==> src/rtl/decode_regfile.sv <==
// decode_regfile: RV32I decode, 32x32 register file, retired counter and sticky illegal flag
module decode_regfile #(
  parameter int XLEN = 32,
  parameter int NREGS = 32,
  parameter int AW = 5
) (
  input  logic            clk,
  input  logic            reset,
  input  logic [31:0]     instruction,
  input  logic            wb_en,
  input  logic [AW-1:0]   wb_addr,
  input  logic [XLEN-1:0] wb_data,
  output logic [XLEN-1:0] rs1_data,
  output logic [XLEN-1:0] rs2_data,
  output logic [AW-1:0]   rd,
  output logic [XLEN-1:0] imm,
  output logic [3:0]      alu_ctrl,
  output logic            reg_write,
  output logic            mem_read,
  output logic            mem_write,
  output logic            branch,
  output logic            jump,
  output logic            alu_src,
  output logic            illegal,
  output logic            illegal_seen,
  output logic [31:0]     instr_count
);
  logic [XLEN-1:0] regs [NREGS];
  logic [6:0] op;
  logic [2:0] f3;
  logic [AW-1:0] a1, a2;
  logic r_t, i_t, ld_t, st_t, br_t, jal_t, jalr_t, lui_t, aui_t;
  assign op = instruction[6:0];
  assign f3 = instruction[14:12];
  assign a1 = instruction[19:15];
  assign a2 = instruction[24:20];
  assign rd = instruction[11:7];
  assign rs1_data = a1 == '0 ? '0 : regs[a1];
  assign rs2_data = a2 == '0 ? '0 : regs[a2];
  assign r_t = op == 7'b0110011;
  assign i_t = op == 7'b0010011;
  assign ld_t = op == 7'b0000011;
  assign st_t = op == 7'b0100011;
  assign br_t = op == 7'b1100011;
  assign jal_t = op == 7'b1101111;
  assign jalr_t = op == 7'b1100111;
  assign lui_t = op == 7'b0110111;
  assign aui_t = op == 7'b0010111;
  assign illegal = !(r_t | i_t | ld_t | st_t | br_t | jal_t | jalr_t | lui_t | aui_t);
  assign reg_write = r_t | i_t | ld_t | jal_t | jalr_t | lui_t | aui_t;
  assign alu_src = i_t | ld_t | st_t | jal_t | jalr_t | lui_t | aui_t;
  assign mem_read = ld_t;
  assign mem_write = st_t;
  assign branch = br_t;
  assign jump = jal_t | jalr_t;
  always_comb begin
    alu_ctrl = r_t ? {instruction[30], f3} :
               i_t ? {instruction[30] & (f3 == 3'b101), f3} :
               br_t ? 4'b1000 : 4'b0000;
    imm = (i_t | ld_t | jalr_t) ? {{20{instruction[31]}}, instruction[31:20]} :
          st_t ? {{20{instruction[31]}}, instruction[31:25], instruction[11:7]} :
          br_t ? {{20{instruction[31]}}, instruction[7], instruction[30:25], instruction[11:8], 1'b0} :
          (lui_t | aui_t) ? {instruction[31:12], 12'b0} :
          jal_t ? {{12{instruction[31]}}, instruction[19:12], instruction[20], instruction[30:21], 1'b0} :
          '0;
  end
  always_ff @(posedge clk)
    if (!reset) begin
      for (int i = 0; i < NREGS; i++) regs[i] <= '0;
      instr_count <= '0;
      illegal_seen <= 1'b0;
    end else begin
      if (wb_en && wb_addr != '0) regs[wb_addr] <= wb_data;
      if (!illegal) instr_count <= instr_count + 32'd1;
      if (illegal) illegal_seen <= 1'b1;
    end
endmodule

==> config.mk <==
export PLATFORM = sky130hd
export DESIGN_NAME = decode_regfile
export DESIGN_NICKNAME = d
export VERILOG_FILES = /design/src/rtl/decode_regfile.sv
export SDC_FILE = /design/constraint.sdc
export NUM_CORES = 2
export LEC_CHECK = 0
export CAP_MARGIN = 20
export CORE_MARGIN = 2
export CORE_UTILIZATION = 60
export CTS_BUF_LIST = sky130_fd_sc_hd__clkbuf_4 sky130_fd_sc_hd__clkbuf_8
export DETAILED_ROUTE_END_ITERATION = 10
export GPL_TIMING_DRIVEN = 0
export MAX_ROUTING_LAYER = met4
export PLACE_DENSITY = 0.9
export SLEW_MARGIN = 25
export SYNTH_ARGS = -nofsm -noshare
export SYNTH_HDL_FRONTEND = slang
export SYNTH_SLANG_ARGS = --single-unit
export TNS_END_PERCENT = 10
==> constraint.sdc <==
create_clock -name clk -period 4.9 [get_ports clk]
set_input_delay 0.735 -clock clk [delete_from_list [all_inputs] [get_ports clk]]
set_output_delay 0.735 -clock clk [all_outputs]
set_load 0.005 [all_outputs]
==> results of run 1 <==
==> logic make-up after synthesis <==
kind of cell	synth area share
AOI/OAI and AO/OA	0.05956
xor gates and xnor gates	0.0007669
adders and majority gates	0.0002191
buffers and inverters	0.03414
DFF	0.5501
muxes	0.2152
other	0.00006567
and+or+nand+nor	0.1399
==> metrics by stage <==
stage	worst slack, ns	TNS, ns	std cells	util
5_1_grt	-0.1335	-0.6702	6049	0.7048
2_1_floorplan	0.6965	0	4197	-
4_1_cts	-0.05804	-0.2590	6040	0.7028
3_5_place_dp	-0.8453	-37.39	5736	0.6652
3_3_place_gp	-3.200	-2531.47	5672	0.6439
==> layer usage <==
metal,GRT usage
met1,0.5484
met2,0.6384
met3,0.1926
met4,0.3865
met5,-
==> repair_timing <==
action,in CTS,in global routing
endpoints found under the setup margin,64,47
resized for setup,77,61
pin swaps,1,0
==> impl_metrics.csv, run 1 <==
group,metric,value,unit
sta,worst-ep-kind,"output port",
placed_design,post_dp_cell_area,62920,µm²
die,row_count,113,
synth,syn_inst,4166,
outcome,outcome,"aborted with a tool error",
placed_design,place.gp.congestion,1.057,
synth,yosys_warnings,0,
clock_network,numCtsBuffers,173,
synth,synth_seq_cells,1057,
synth,avgSynthCellArea,13.71,µm²
grt,grt_pass1_wl,308600,µm
outcome,failed_stage,"detailed routing (5_2_route)",
die,start_util,0.6037,
sta,grt-worst-endpoint,"rs1_data[2]",
outcome,toolErrorMsg,"[ERROR DRT-0255] Maze Route cannot find path of net clk in worker of routeBox ( 289800 0 ) ( 312495 48300 ).",
die,die_w,312.5,µm
synth,netlist.area_leader.share,0.5385,
clock_network,cts_sinks,1057,
clock_network,root_buffer,"clkbuf_8",
placed_design,placement.io_buffers,210,
clock_network,postCtsHoldBufs,0,
grt,grt_pass1_vias,43460,
grt,grt_overflow_total,0,
synth,synth_edf_count,1024,
grt,grt_usage,0.4712,
clock_network,cts_buffer_depth,3,
synth,syn_area,57100,µm²
synth,synth_area_leader_cell,"edfxtp_1",
synth,synth_ff_type,"edfxtp_1",
synth,synth_async_sr_flop_share,0,
clock_network,cts.htree.levels,4,
grt,antenna_found_initial,16,
die,io_pins,217,
synth,synth_common_cells,"1024 x edfxtp_1, 999 x and2_1, 383 x mux2i_1, 324 x mux4_2, 307 x clkbuf_1",
die,die_height,312.5,µm
placed_design,hpwl,161000,µm
grt,grt_max_degree,23,
synth,ys_seq_area_frac,0.5501,
synth,ys_top_cells_by_area,"edfxtp_1 54%, mux4_2 13%, and2_1 11%",
synth,yosysMostFrequentCell,"edfxtp_1",
clock_network,cts_setup_buffers,0,
synth,ys_types,61,
==> run 2: changes to the inputs <==
Settings changed: CORE_UTILIZATION 60 to 40, CTS_BUF_LIST sky130_fd_sc_hd__clkbuf_4 sky130_fd_sc_hd__clkbuf_8 to unset, MAX_ROUTING_LAYER met4 to unset, PLACE_DENSITY 0.9 to unset, PLACE_DENSITY_LB_ADDON set to 0.15.
==> run 2 against run 1 <==
Against the previous run:
- the flow now finishes, with violations (negative setup slack)
- synthesized cell count unchanged
- global-route usage decreased by 14 points
- area after synthesis did not move
==> impl_metrics.csv, run 2 <==
group,metric,value,unit
worst_setup_path,reg2reg_slack,2.65,ns
synth,netlist.area_leader.share,0.5385,
drt,route.met3.wl,27420,µm
power,p_int,16.73,mW
grt,antenna_found_initial,18,
drt,routed_wl,243200,µm
sta,final.period_utilization,1.031,
clock_network,root_buffer,"clkbuf_16",
clock_network,cts_sinks,1057,
worst_setup_path,path_max_fanout,10,
drt,highest_layer,"met5",
synth,syn_inst,4166,
die,die_w,381.8,µm
clock_network,numCtsBuffers,119,
drt,drt_iter0_drc,5754,
die,dieArea,145800,µm²
clock_network,cts.htree.levels,3,
sta,fmax,0.1980,GHz
cells_and_area,largest_reg_flops,1024,
placed_design,dp_slack,-1.366,ns
synth,ys_seq_area_frac,0.5501,
job,maxCapViolCount,0,
power,clkPwrFrac,0.390,
clock_network,cts_tree,"built",
cells_and_area,filler_cell_count,12430,
worst_setup_path,cpMaxStageDelayCell,"a21oi_1",
cells_and_area,instances_no_fill,6596,
sta,slew-limit-headroom,0.2017,
grt,grt_overflow_total,0,
sta,fin_skew,0.003803,ns
synth,synth_async_sr_flop_share,0,
placed_design,placement.io_buffers,210,
worst_setup_path,cp_top_family,"buffers and inverters",
die,start_util,0.4033,
power,pwr-share-seq,0.464,
die,coreArea,141600,µm²
worst_setup_path,cp_num_buf_inv,4,
synth,yosysMostFrequentCell,"edfxtp_1",
drt,remaining_drc_errors,0,
worst_setup_path,required,4.16,ns
synth,synth_area_leader_cell,"edfxtp_1",
power,fin_total_pwr,22.89,mW
placed_design,post_dp_cell_area,63820,µm²
grt,grt_pass1_vias,40400,
synth,yosys_warnings,0,
sta,report.final.slew_viol_count,0,
outcome,violations,"negative setup slack",
sta,hold_viol,0,
power,pwr-share-comb,0.146,
power,switching_share,0.2692,
sta,period_minus_slack,5.051,ns
synth,syn_area,57100,µm²
cells_and_area,nets,4669,
synth,synth_seq_cells,1057,
cells_and_area,final_common_cell,"edfxtp_1",
placed_design,hpwl,178600,µm
cells_and_area,area_delta_synth_final,19.32,%
grt,grt_usage,0.3277,
outcome,outcome,"finished with violations",
synth,synth_edf_count,1024,
die,row_count,138,
grt,grt_pass1_wl,325900,µm
clock_network,cts_buffer_depth,3,
cells_and_area,layout_common_cells,"1024 x edfxtp_1, 999 x and2_1, 383 x mux2i_1",
sta,fin_ws,-0.1508,ns
placed_design,place.gp.congestion,0.9789,
worst_setup_path,cp.arrival,4.32,ns
worst_hold_path,hold_class,"flop to flop",
power,ir_worst_vdd,0.0002959,V
drt,vias_per_cell,6.287,
cells_and_area,final_area,68130,µm²
synth,synth_common_cells,"1024 x edfxtp_1, 999 x and2_1, 383 x mux2i_1, 324 x mux4_2, 307 x clkbuf_1",
worst_setup_path,crit_path_max_incr_delay,0.66,ns
die,die_height,381.8,µm
drt,dr.pass1.iters,6,
synth,synth_ff_type,"edfxtp_1",
power,p_leak,24.19,nW
drt,routed-wl-met2,107600,µm
die,io_pins,217,
synth,avgSynthCellArea,13.71,µm²
grt,grt_max_degree,29,
drt,wl_met1,92420,µm
drt,wl_per_cell,36.87,µm
placed_design,dp_cells,6365,
cells_and_area,drive_above_1_share,0.2039,
worst_setup_path,cp-end-kind,"output port",
clock_network,clock_latency,0.75,ns
worst_setup_path,cp_cell_sequence,"clkdlybuf4s50_1 > clkbuf_2 > nor2b_1 > clkbuf_2 > a221oi_1 > a21oi_1 > clkdlybuf4s50_1",
drt,ant_nets,0,
drt,vias,41470,
cells_and_area,largest-register,"regs",
sta,rsz0062_at_grt,"true",
sta,setup_viol,15,
cells_and_area,reg.largest.list,"regs x1024, instr_count x32, illegal_seen x1",
worst_setup_path,crit_path_start_kind,"input pin",
clock_network,path_clk_slew,0.06,ns
synth,ys_types,61,
sta,tightest_slew,1.197,ns
synth,ys_top_cells_by_area,"edfxtp_1 54%, mux4_2 13%, and2_1 11%",
worst_setup_path,worstSetupPathType,"input pin to output port",
power,power_switching,6.163,mW
power,p_per_area,336.0,nW/µm²
run 2: final cells by class:
type,count,area (µm²),share of cell area
timing repair buffer,281,3794,0.05568
inverter,8,31.28,0.0004591
tap,1890,2365,0.03471
sequential,1057,31410,0.4610
clock inverter,75,629.4,0.009237
multi-input combinational,2705,24660,0.3620
antenna,8,20.02,0.0002938
clock buffer,148,3149,0.04622
buffer,424,2074,0.03045
run 2: kinds of logic after synthesis:
logic type      share of synthesized area
other cells                    0.00006567
fa+ha+maj                       0.0002191
xor+xnor                        0.0007669
simple gates                       0.1399
flops                              0.5501
buf+inv                           0.03414
compound gates                    0.05956
mux                                0.2152
run 2: worst paths after layout:
check	from	end	cells after the start
worst max-delay path	instruction[23]	rs2_data[24]	7
worst min register to register	illegal_seen$_SDFFE_PN0N_	illegal_seen$_SDFFE_PN0N_	2
worst max register to register	instr_count[3]$_SDFFE_PN0P_	instr_count[21]$_SDFFE_PN0P_	6
worst min-delay path	illegal_seen$_SDFFE_PN0N_	illegal_seen$_SDFFE_PN0N_	2
run 2: power by group through the flow:
stage | Clock, mW | Combinational [mW] | Sequential (mW)
floorplan | 0 | 1.61 | 10.8
global placement | 0 | 2.98 | 10.9
detailed placement | 0 | 3.21 | 10.8
CTS | 8.90 | 3.26 | 10.6
global route | 9.24 | 3.40 | 10.7
finish | 8.92 | 3.34 | 10.6
run 2: per-stage QoR:
stage / hold WS (ns) / utilization / setup TNS [ns]
5_1_grt: 0.5262 / 0.4811 / -0.1920
6_report: 0.4657 / 0.4812 / -0.8329
4_1_cts: 0.4715 / 0.4802 / -0.8569
2_1_floorplan: 0.4650 / - / 0
3_5_place_dp: 0.4575 / 0.4508 / -53.39
3_3_place_gp: 0.4526 / 0.4357 / -3226.79
run 2: tightest hold or removal path: stages (launching register included):
cell	delay (ns)
dfxtp_1	0.32
nor2_1	0.05
nor2_1	0.06
run 2: what timing repair did:
item,4_1_cts,5_1_grt
endpoints found under the setup margin,65,27
pin swaps,0,1
hold buffers,0,0
resized for setup,124,23
setup buffers,0,3
run 2: metal layers:
metal / track usage / vias up
met5: 0 / -
met4: 0.1750 / 2
met3: 0.07571 / 554
met2: 0.4990 / 2887
met1: 0.4353 / 21330
li1: - / 16690
Power figures use the tool's default switching activity.
